## src/rtl/noc_out_port_arbiter.sv

```systemverilog
// Round-robin output-port arbiter that locks one requester for a whole packet.
// Optional build macro NOC_ARB_LOCAL_PRIO_EN gives the local requester fixed priority in IDLE.
module noc_out_port_arbiter #(
  parameter int NUM_REQ   = 5,
  parameter int FLIT_W    = 4,
  parameter int PKT_FLITS = 4,
  parameter int CNT_W     = 2
) (
  input  logic                      clk,
  input  logic                      rst_n,
  input  logic [NUM_REQ-1:0]        req,
  input  logic [NUM_REQ*FLIT_W-1:0] flit_in,
  input  logic                      neighbor_full,
  output logic [NUM_REQ-1:0]        pop,
  output logic [FLIT_W-1:0]         data_out,
  output logic                      write_req,
  output logic                      busy,
  output logic [2:0]                grant_id
);

  typedef enum logic {IDLE, XFER} state_t;

  state_t             state_q, state_d;
  logic [2:0]         rr_ptr_q, rr_ptr_d;
  logic [2:0]         grant_id_q, grant_id_d;
  logic [CNT_W-1:0]   flit_cnt_q, flit_cnt_d;
  logic [FLIT_W-1:0]  data_out_q, data_out_d;
  logic               write_req_q, write_req_d;
  logic               xfer;

  // First asserted request strictly after ptr, wrapping modulo NUM_REQ.
  function automatic logic [2:0] rr_pick(input logic [NUM_REQ-1:0] r,
                                         input logic [2:0]         ptr);
    logic [2:0] win;
    logic       found;
    int         idx;
    win   = ptr;
    found = 1'b0;
    for (int k = 1; k <= NUM_REQ; k++) begin
      idx = (int'(ptr) + k) % NUM_REQ;
      if (!found && r[idx]) begin
        win   = 3'(idx);
        found = 1'b1;
      end
    end
    return win;
  endfunction

  assign xfer = (state_q == XFER) && req[grant_id_q] && !neighbor_full;

  always_comb begin
    pop             = '0;
    pop[grant_id_q] = xfer;
  end

  always_comb begin
    state_d     = state_q;
    rr_ptr_d    = rr_ptr_q;
    grant_id_d  = grant_id_q;
    flit_cnt_d  = flit_cnt_q;
    data_out_d  = data_out_q;
    write_req_d = 1'b0;
    case (state_q)
      IDLE: begin
        if (|req) begin
`ifdef NOC_ARB_LOCAL_PRIO_EN
          if (req[NUM_REQ-1]) grant_id_d = 3'(NUM_REQ-1);
          else                grant_id_d = rr_pick(req, rr_ptr_q);
`else
          grant_id_d = rr_pick(req, rr_ptr_q);
`endif
          flit_cnt_d = '0;
          state_d    = XFER;
        end
      end
      XFER: begin
        if (xfer) begin
          data_out_d  = flit_in[int'(grant_id_q)*FLIT_W +: FLIT_W];
          write_req_d = 1'b1;
          flit_cnt_d  = flit_cnt_q + 1'b1;
          // Exact compare on the pre-increment count, so PKT_FLITS == 2^CNT_W never wraps early.
          if (flit_cnt_q == CNT_W'(PKT_FLITS-1)) begin
            state_d = IDLE;
`ifdef NOC_ARB_LOCAL_PRIO_EN
            if (grant_id_q != 3'(NUM_REQ-1)) rr_ptr_d = grant_id_q;
`else
            rr_ptr_d = grant_id_q;
`endif
          end
        end
      end
      default: state_d = IDLE;
    endcase
  end

  always_ff @(posedge clk or negedge rst_n) begin
    if (!rst_n) begin
      state_q     <= IDLE;
      rr_ptr_q    <= 3'(NUM_REQ-1);
      grant_id_q  <= '0;
      flit_cnt_q  <= '0;
      data_out_q  <= '0;
      write_req_q <= 1'b0;
    end else begin
      state_q     <= state_d;
      rr_ptr_q    <= rr_ptr_d;
      grant_id_q  <= grant_id_d;
      flit_cnt_q  <= flit_cnt_d;
      data_out_q  <= data_out_d;
      write_req_q <= write_req_d;
    end
  end

  assign data_out  = data_out_q;
  assign write_req = write_req_q;
  assign busy      = (state_q == XFER);
  assign grant_id  = grant_id_q;

endmodule
```

## config.mk

```make
export PLATFORM = sky130hd
export DESIGN_NAME = noc_out_port_arbiter
export DESIGN_NICKNAME = d
export VERILOG_FILES = /design/src/rtl/noc_out_port_arbiter.sv
export SDC_FILE = /design/constraint.sdc
export NUM_CORES = 1
export LEC_CHECK = 0
export CAP_MARGIN = 20
export CORE_AREA = 4 4 79 81
export DETAILED_ROUTE_END_ITERATION = 10
export DIE_AREA = 0 0 83 85
export PLACE_DENSITY = 0.77
export SETUP_SLACK_MARGIN = 0.05
export SYNTH_ARGS = -nofsm -noshare
export SYNTH_HDL_FRONTEND = slang
export SYNTH_SLANG_ARGS = --single-unit
```

## constraint.sdc

```tcl
create_clock -name clk -period 4.7 [get_ports clk]
set_input_delay 0.705 -clock clk [delete_from_list [all_inputs] [get_ports clk]]
set_output_delay 0.705 -clock clk [all_outputs]
set_load 0.05 [all_outputs]
```

== Word level (Yosys, flattened, before mapping) ==
Index checks and enable logic that the tools add are counted.
Widths: inputs -> output; s select.
Word-level totals
  flip-flop bits (word level): 14
  bits in latches: 0
  memory bits (writable): 0
  ROM bits: 0
  input bits: 28
  output and inout port bits: 14
  word-level logic and storage cells: 92
  memories: 0
Operators by class
  add/sub/neg operators: 6
  multipliers: 0
  div/mod/pow operators: 5
  order comparisons: 7
  equal/unequal tests: 3
  shifts and indexed selects: 1
  mux-type cells: 45
  bitwise gates (word level): 2
  reduce and logical (&&, ||, !) cells: 17
Operator list (count)
  $lt 32x5->1 const B: 5
  $mod 32x4->32 const B: 5
  $mux 1: 29
  $shiftx 20x6->4: 1
  $bmux 1 s3: 6
  $mux 3: 5
  $add 3x2->4 const B: 2
  $add 3x3->4 const B: 2
  $logic_and 1x1->1: 7
  $reduce_and 2->1: 3
  $and 5x5->5: 1
  $logic_not 1->1: 5
  $reduce_or 5->1: 1
  $add 3x1->4 const B: 1
  $lt 3x4->1 const B: 1
  $mux 2: 2
  $pmux 2 s2: 1
  $demux 1 s3: 1
  $ge 3x1->1 const B: 1
  $reduce_and 3->1: 1
  $add 2x1->2 const B: 1
  $eq 2x2->1 const B: 1
  $ne 2x1->1 const B: 1
  $ne 2x2->1 const B: 1
  2 further kinds: 2

== Depth between registers and ports, before layout ==
Gate-level depths: netlist (run 1).
  word-level depth: 26
  depth in mapped cells: 18
  depth with buffers taken out: 16

== Least setup slack after synthesis (run 1) ==
OpenSTA, ideal clock, no wires.
  kind: register -> register
  start: register rr_ptr_q[0]
  end: register grant_id_q[2], in the netlist grant_id[2]
  arrival time: 4633 ps
  required time: 4618 ps
  path slack: -15 ps
  cell stages (with the launch flop): 18
  cell sequence: dfrtp_1 > buf_2 > clkinv_1 > clkbuf_1 > ha_1 > ha_1 > nor4b_1 > nor3_2 > xnor2_1 > ha_1 > nor2b_1 > o32ai_1 > mux2_2 > a21o_1 > o211ai_1 > nor2_2 > or3_1 > a31oi_1
Between the ends
  longest elaborated chain between the ends: 26
  elaborated cells between the ends (all ways): 50
Ends and longest elaborated chain
  start: declaration: line 24  | logic [2:0] rr_ptr_q, rr_ptr_d;
  start signal: assignment: line 99  | rr_ptr_q <= 3'(NUM_REQ-1);
  start signal: assignment: line 106  | rr_ptr_q <= rr_ptr_d;
  $add 3x1->4: line 40  | idx = (int'(ptr) + k) % NUM_REQ;
  $mod 32x4->32: line 40
  $bmux 1 s3: line 41  | if (!found && r[idx]) begin
  $mux 1 (implied by the code) (2 in a row): line 41
  $mux 1: line 41
  $mux 1: line 65  | if (|req) begin
  $mux 1: line 63  | case (state_q)
  $logic_not 1->1: line 41
  [9 not listed]
  $logic_not 1->1: line 41
  $logic_and 1x1->1: line 41
  $mux 1: line 41
  $mux 1: line 65
  $mux 1: line 63
  $logic_not 1->1: line 41
  $logic_and 1x1->1: line 41
  $mux 3 (*): line 41
  end signal: assignment: line 107  | grant_id_q <= grant_id_d;
  end: declaration: line 25  | logic [2:0] grant_id_q, grant_id_d;
Mark *: on every way between the ends. The rest lies on a longest branch, timed or not. The select of a mux whose other input is x is not followed.
A chain may end at the register's enable or synchronous reset.

== Final worst setup path (run 1) ==
  start: register rr_ptr_q[2]
  end: register grant_id_q[2], in the netlist grant_id[2]
Same word-level chain as after synthesis.

==> results.toml, run 1 <==
[sta]
finalCriticalPeriod_ps = 4370
rsz0062_at_grt = "yes"
hold_violations = 0
setup_viol_count_final = 0
fmaxAchievable_ghz = 0.229
setup_slack_ps = 334
fin_crit_sh = 0.929
clock-skew-final_ps = 6.95
worst_pin_slew_ps = 736
relSlewSlack = 0.497
drv_slew = 0
timing.hold.ws_ps = 491
setup_tns_ps = 0

[logic_synthesis]
async_flop_share = 1.00
ys_ff_latch = 14
syn_area_sq_mm = 0.00274
ys_warn_count = 0
yosysSeqAreaShare = 0.128
yosysTopAreaCell = "ha_1"
synth_common_cells = "35 x nand2_1, 30 x nor2_1, 27 x ha_1"
synth_most_common_cell = "nand2_1"
synth.distinct_cells = 73
syn_area_per_cell_sq_um = 7.69
netlist_instances = 356
ys.flop_type = "dfrtp_1"
synth_top_area_share = 0.123
synth_edf_count = 0
synth_area_leaders = "ha_1 12%, dfrtp_1 12%, nand2_1 4.8%"
syn_nets = 412

[hold_path]
hp-start = "data_out[1]"
hp-class = "flip-flop to flip-flop"
hold_depth = 2
min_to = "data_out[1]"

[cells_and_area]
syn2layout_area_growth_pct = 23.4
drive_gt1_frac = 0.139
fin_util = 0.617
nets = 453
antenna_cells = 0

[status]
status = "completed"

[worst_setup_path]
r2r-end = "grant_id[2]"
cp.arrival_ps = 4540
crit_required_ps = 4870
crit_type = "flip-flop to flip-flop"
r2r_slack_ps = 330
r2r_start = "rr_ptr_q[2]"
worstPathMaxFanout = 13
critPathCaptureType = "flip-flop"
startpoint = "rr_ptr_q[2]"
start_kind = "flip-flop"
worstRegToRegCells = 17

[route]
dr_total_vias = 2979
viasPerCell = 6.37
drc_errors = 0
drt_pass1_iterations = 5
drt.antenna.violating_nets = 0
dr.first_iter.drc_count = 176
finalWirelength_microns = 8200
wl_per_cell_microns = 17.5

[die]
chipWidth_microns = 83
ioPinCount = 42
start_util = 0.500
core_sq_mm = 0.00547
die_area_sq_mm = 0.00706
fp.dieH_microns = 85
fp-row-count = 27

[global_route]
grt_first_pass_wirelength_microns = 13100
first_global_vias = 2797
overflow = 0
track_usage = 0.219
grt_max_degree = 31
antenna_found_initial = 0

[clocking]
ctsHoldBuffers = 0
cts_resized = 0
path_clk_slew_ps = 60
ctsRootBufferMaster = "clkbuf_8"
cts.sinks = 14
htreeDepth = 1
clk_path_buf_depth = 2
post-cts-setup-buffers = 0
cts-buffers-inserted = 3
cts_tree = "done"
insertion_delay_ps = 250

[placement]
port_buffers = 41
dp_hpwl_microns = 6180
dpl_worst_slack_ps = 260
finalWeightedCongestion = 0.945

[flow_run]
cap_viol_max_count = 0
==> through the flow <==
| step | instances | cell area [sq um] |
|---|---|---|
| 2_1_floorplan | 356 | 2740 |
| 3_3_place_gp | 464 | 3290 |
| 3_5_place_dp | 464 | 3290 |
| 4_1_cts | 468 | 3340 |
| 5_1_grt | 468 | 3380 |
| 6_report | 468 | 3380 |
==> area by class of cell <==
cell class,instances,area (sq um)
Multi-Input combinational cell,295,2240
Fill cell,517,2100
Timing Repair Buffer,60,553
Sequential cell,14,355
Tap cell,72,90.1
Inverter,23,86.3
Clock buffer,4,55.1
==> kinds of logic after synthesis <==
kind of cell    after synthesis  synth area share
fa+ha+maj                    29             0.134
simple gates                122             0.224
flops                        14             0.128
xor+xnor                      8            0.0311
compound gates              112             0.301
mux                          24             0.113
buf+inv                      47            0.0677
==> registers in the layout (all words and copies together), names as in the netlist <==
name / count
flit_cnt_q: 2
write_req: 1
grant_id: 3
rr_ptr_q: 3
busy: 1
data_out: 4
==> critical path, cell delays in order, from the launching register on <==
cell and delay, ps:
dfstp_4 710, inv_1 160, ha_1 420, o21a_1 260
a21oi_1 170, xnor2_1 160, ha_1 190, fa_1 170
a21bo_2 250, or3_1 350, a21o_1 190, a21oi_1 240
buf_4 190, a2111oi_4 40, o211ai_2 140, nor2_2 110
or3_1 370, a31oi_1 180
==> per-layer routing <==
metal  wire [microns]  part of all wire  track usage
met2             3670              0.45        0.365
met1             3820              0.47        0.296
met5                0                 0            0
met3              545             0.066       0.0320
met4              165             0.020       0.0624
==> cells in the final DEF (no fill, tap or decap), types with 5 or more instances in the layout <==
cell type        synthesis  final
a2111oi_0                6      6
nand3_1                  6      6
mux2i_1                 13     13
a211oi_1                 5      5
a21o_1                   6      6
mux2_2                   6      6
o21ai_0                 25     25
inv_1                   22     22
nor3_1                   7      7
ha_1                    27     27
xnor2_1                  5      5
nor2_1                  30     30
a21oi_1                 13     13
nor2b_1                  6      6
nand2_1                 35     35
buf_4                    0     19
dfrtp_1                 13     13
clkdlybuf4s50_1          0     41
mux4_2                   5      5
nor4_1                   5      5
a31oi_1                  5      5
==> how the worst max path moves through the flow <==
stage	to	slack [ps]	depth (start not counted)
2_1_floorplan	grant_id[0]	100	17
3_3_place_gp	grant_id[2]	360	16
3_5_place_dp	grant_id[2]	260	16
4_1_cts	grant_id[2]	210	16
5_1_grt	grant_id[2]	20	16
6_report	grant_id[2]	330	17
Power of run 1 is left out: the tool's default activity adds up to more than one toggle a clock period on the data nets, which glitch-free logic cannot reach.
==> run 2, diff against run 1 <==
--- a/config.mk
+++ b/config.mk
@@ -5,10 +5,11 @@
 export SDC_FILE = /design/constraint.sdc
 export NUM_CORES = 1
 export LEC_CHECK = 0
+export ABC_AREA = 1
 export CAP_MARGIN = 20
-export CORE_AREA = 4 4 79 81
+export CORE_AREA = 4 4 76 78
 export DETAILED_ROUTE_END_ITERATION = 10
-export DIE_AREA = 0 0 83 85
+export DIE_AREA = 0 0 80 82
 export PLACE_DENSITY = 0.77
 export SETUP_SLACK_MARGIN = 0.05
 export SYNTH_ARGS = -nofsm -noshare
==> results.toml, run 2 <==
[status]
status = "completed"

[clocking]
cts.sinks = 14
ctsHoldBuffers = 0
htreeDepth = 1
post-cts-setup-buffers = 0
cts-buffers-inserted = 3
insertion_delay_ps = 250
cts_resized = 0
path_clk_slew_ps = 70
cts_tree = "done"
clk_path_buf_depth = 2
ctsRootBufferMaster = "clkbuf_8"

[sta]
drv_slew = 0
worst_pin_slew_ps = 726
setup_viol_count_final = 0
clock-skew-final_ps = 12.0
hold_violations = 0
rsz0062_at_grt = "no"
finalCriticalPeriod_ps = 4020
setup_slack_ps = 684
timing.hold.ws_ps = 504
setup_tns_ps = 0
fin_crit_sh = 0.855
relSlewSlack = 0.512
fmaxAchievable_ghz = 0.249

[placement]
dp_hpwl_microns = 5390
place_inst = 477
dpl_worst_slack_ps = 715
finalWeightedCongestion = 0.887
port_buffers = 41

[logic_synthesis]
netlist_instances = 369
ys_warn_count = 0
synth_area_leaders = "ha_1 14%, nand2_1 14%, dfrtp_1 13%"
synth.distinct_cells = 41
synth_common_cells = "90 x nand2_1, 44 x inv_1, 34 x nand3_1"
syn_area_sq_mm = 0.00250
syn_area_per_cell_sq_um = 6.77
synth_top_area_share = 0.135
syn_nets = 425
yosysTopAreaCell = "ha_1"
synth_edf_count = 0
synth_most_common_cell = "nand2_1"
ys_ff_latch = 14
async_flop_share = 1.00
ys.flop_type = "dfrtp_1"
yosysSeqAreaShare = 0.141

[cells_and_area]
nets = 468
syn2layout_area_growth_pct = 21.3
drive_gt1_frac = 0.161
antenna_cells = 0
final_common_cell = "nand2_1"
largest_reg_flops = 4
final_cells = 481
layout_common_cells = "90 x nand2_1, 44 x inv_1, 41 x clkdlybuf4s50_1"

[worst_setup_path]
start_kind = "flip-flop"
crit_required_ps = 4850
cp.arrival_ps = 4160
crit_type = "flip-flop to flip-flop"
critPathCaptureType = "flip-flop"
worstPathMaxFanout = 11

[die]
chipWidth_microns = 80
fp.dieH_microns = 82
die_area_sq_mm = 0.00656
start_util = 0.492
core_sq_mm = 0.00507
ioPinCount = 42
fp-row-count = 26

[global_route]
grt_busiest_layer = "met2"
grtUsageMet1 = 0.289
grt_use_met3 = 0.0230
track_usage = 0.213
use_met2 = 0.358
first_global_vias = 2420
grt_first_pass_wirelength_microns = 11200
antenna_found_initial = 0
grt_max_degree = 21
overflow = 0

[route]
dr_total_vias = 2564
drt_pass1_iterations = 4
drt.antenna.violating_nets = 0
viasPerCell = 5.33
drc_errors = 0
dr.first_iter.drc_count = 154
wl_per_cell_microns = 13.7
finalWirelength_microns = 6610

[hold_path]
hp-class = "flip-flop to flip-flop"

[flow_run]
cap_viol_max_count = 0
==> run 2: kinds of logic after synthesis <==
logic type / synth area share
flip-flops: 0.141
buffers and inverters: 0.0912
adder cells (fa/ha/maj): 0.143
XOR/XNOR: 0.0140
AO/OA/AOI/OAI: 0.139
AND/OR/NAND/NOR: 0.472
==> run 2: critical path, cell delays in order (launching register included) <==
cell and delay, ps:
dfstp_2 690, inv_2 140, ha_1 350, nor2_1 120, nor2_1 60, a21oi_2 210
xor2_1 140, ha_1 210, fa_1 420, nand3_2 120, nand2_1 50, o21ai_1 160
inv_1 120, o211ai_1 90, nand2_1 120, o21bai_4 240, nand4_4 190, nor2_4 160
nor2_1 50, nand2_1 80, nand2_1 70, nand2_1 60, nand2_1 50
==> run 2: layer usage <==
metal  up-vias  part of all wire
met2        65              0.50
met4         0             0.011
met5         -                 0
met1      1163              0.44
met3         8             0.048
li1       1328                 -
==> run 2: layout make-up <==
cell class / count / area [sq um]
fillers: 485 / 2040
multi-input cells: 296 / 1920
repair buffers: 43 / 425
flip-flops and latches: 14 / 352
inverters: 54 / 203
well taps: 70 / 87.6
clock buffers: 4 / 45.0
==> run 2: final timing paths <==
check / start / to / slack (ps) / depth (start not counted)
max in group asynchronous: rst_n / rr_ptr_q[0] / 3410 / 1
worst min register to register: data_out[1] / data_out[1] / 500 / 2
worst min-delay path: data_out[1] / data_out[1] / 500 / 2
min in group asynchronous: rst_n / data_out[0] / 850 / 1
worst max register to register: rr_ptr_q[2] / grant_id[1] / 680 / 22
worst max-delay path: rr_ptr_q[2] / grant_id[1] / 680 / 22
==> run 2: per-stage QoR <==
stage	util	cell area [sq um]
finish	0.597	3030
global route	0.597	3030
CTS	0.597	3030
detailed placement	0.588	2990
global placement	0.588	2990
floorplan	-	2500
Power of run 2 is left out for the same reason.
==> run 3, diff against run 2 <==
--- a/config.mk
+++ b/config.mk
@@ -7,11 +7,11 @@
 export LEC_CHECK = 0
 export ABC_AREA = 1
 export CAP_MARGIN = 20
-export CORE_AREA = 4 4 76 78
+export CORE_AREA = 4 4 73 75
 export DETAILED_ROUTE_END_ITERATION = 10
-export DIE_AREA = 0 0 80 82
-export PLACE_DENSITY = 0.77
-export SETUP_SLACK_MARGIN = 0.05
+export DIE_AREA = 0 0 77 79
+export PLACE_DENSITY = 0.8
+export SETUP_SLACK_MARGIN = 0.3
 export SYNTH_ARGS = -nofsm -noshare
 export SYNTH_HDL_FRONTEND = slang
 export SYNTH_SLANG_ARGS = --single-unit
==> constraint.sdc (replaced) <==
create_clock -name clk -period 4.32 [get_ports clk]
set_input_delay 0.648 -clock clk [delete_from_list [all_inputs] [get_ports clk]]
set_output_delay 0.648 -clock clk [all_outputs]
set_load 0.05 [all_outputs]
==> results.toml, run 3 (synthesis results as in run 2) <==
[die]
ioPinCount = 42
start_util = 0.536
fp.dieH_microns = 79
fp-row-count = 25
core_sq_mm = 0.00466
die_area_sq_mm = 0.00608
chipWidth_microns = 77

[global_route]
grt_first_pass_wirelength_microns = 11200
track_usage = 0.219
antenna_found_initial = 0
overflow = 0
first_global_vias = 2572
grt_max_degree = 17

[route]
drt_pass1_iterations = 5
routedLengthMet1_microns = 2880
viasPerCell = 5.49
finalWirelength_microns = 6490
dr.max_layer_used = "met4"
dr_wl_met3_microns = 272
wl_per_cell_microns = 13.7
drc_errors = 0
dr.first_iter.drc_count = 177
drt.antenna.violating_nets = 0
dr_total_vias = 2600
wl_met2_microns = 3240

[worst_setup_path]
critPathCaptureType = "output pin"
worstPathMaxFanout = 10
crit_required_ps = 3670
path_cells = "clkdlybuf4s50_1 -> inv_1 -> o2111ai_1 -> nand3_1 -> nor4_1 -> clkdlybuf4s50_1"
crit_type = "input port to output pin"
slowest_delay_ps = 850
crit_family = "buffers and inverters"
cp.buffers_inverters = 3
start_kind = "input port"
path_common_cell = "clkdlybuf4s50_1"
cp_slowest_cell = "clkdlybuf4s50_1"
cp.arrival_ps = 3150

[placement]
finalWeightedCongestion = 0.937
dp_hpwl_microns = 5280
place_inst = 464
place_area_sq_mm = 0.00299
port_buffers = 41

[sta]
relSlewSlack = 0.545
finalCriticalPeriod_ps = 3800
fin_crit_sh = 0.880
worst_pin_slew_ps = 681
rsz0062_at_grt = "yes"
hold_violations = 0
clock-skew-final_ps = 1.15
drv_slew = 0
fmaxAchievable_ghz = 0.263
setup_tns_ps = 0
setup_viol_count_final = 0
timing.hold.ws_ps = 492

[status]
status = "completed"

[clocking]
insertion_delay_ps = 250
cts.sinks = 14
path_clk_slew_ps = 60
ctsRootBufferMaster = "clkbuf_8"
cts-buffers-inserted = 3
ctsHoldBuffers = 0
cts_tree = "done"
htreeDepth = 1
clk_path_buf_depth = 2

[cells_and_area]
fillers = 421
final_area_sq_mm = 0.00313
final_cells = 474
syn2layout_area_growth_pct = 25.4
drive_gt1_frac = 0.207
final_common_cell = "nand2_1"
antenna_cells = 0
nets = 477
largest_reg_flops = 4
layout_common_cells = "89 x nand2_1, 43 x inv_1, 40 x clkdlybuf4s50_1"

[hold_path]
hp-class = "flip-flop to flip-flop"

[flow_run]
cap_viol_max_count = 0
## run 3: cell count changes in the layout (fill, tap and decap cells not counted), sizes merged
cell | previous run | this run
dlymetal6s2s | 0 | 1
buf | 2 | 11
clkdlybuf4s50 | 41 | 40
## run 3: stage by stage
stage,utilization,worst slack [ps]
finish,0.672,519
global route,0.672,267
CTS,0.653,346
detailed placement,0.641,373
global placement,0.641,402
floorplan,-,394
## run 3: cell type report
| type | instances | area, sq um | share of cell area |
|---|---|---|---|
| Multi-Input combinational cell | 296 | 1960 | 0.625 |
| Inverter | 54 | 203 | 0.0647 |
| Tap cell | 54 | 67.6 | 0.0216 |
| Timing Repair Buffer | 52 | 495 | 0.158 |
| Sequential cell | 14 | 354 | 0.113 |
| Clock buffer | 4 | 55.1 | 0.0176 |
## run 3: final timing paths
| check | slack [ps] | cells past startpoint | to | startpoint |
|---|---|---|---|---|
| max | 520 | 6 | pop[1] | req[4] |
| min | 490 | 2 | data_out[1] | data_out[1] |
| max reg2reg | 610 | 21 | grant_id[2] | rr_ptr_q[2] |
| min reg2reg | 490 | 2 | data_out[1] | data_out[1] |
| max in group asynchronous | 3030 | 1 | rr_ptr_q[0] | rst_n |
| min in group asynchronous | 810 | 1 | write_req | rst_n |
## run 3: layer usage
metal,global-route usage,vias to the layer above
li1,-,1329
met2,0.401,67
met1,0.270,1196
met4,0.0712,0
met3,0.0204,8
met5,0,-
## run 3: what timing repair did
item / 4_1_cts / 5_1_grt
setup buffers: 0 / 6
gates resized for setup: 0 / 12
setup endpoints to repair: 0 / 8
## run 3: worst reg2reg max path, stage by stage, from the launching register on
cell and delay [ps]:
dfstp_2 630, inv_2 120, ha_1 350, nor2_1 120, nor2_1 60, a21oi_2 130, xor2_1 110, ha_1 200
fa_1 410, nand3_2 130, nand2_1 80, o21ai_2 90, inv_1 90, o211ai_1 80, nand2_1 120, o21bai_4 230
nand4_4 180, nor2_4 160, nor2_1 50, nand2_1 90, nand2_1 80, a21oi_2 120
Power of run 3 is left out for the same reason.
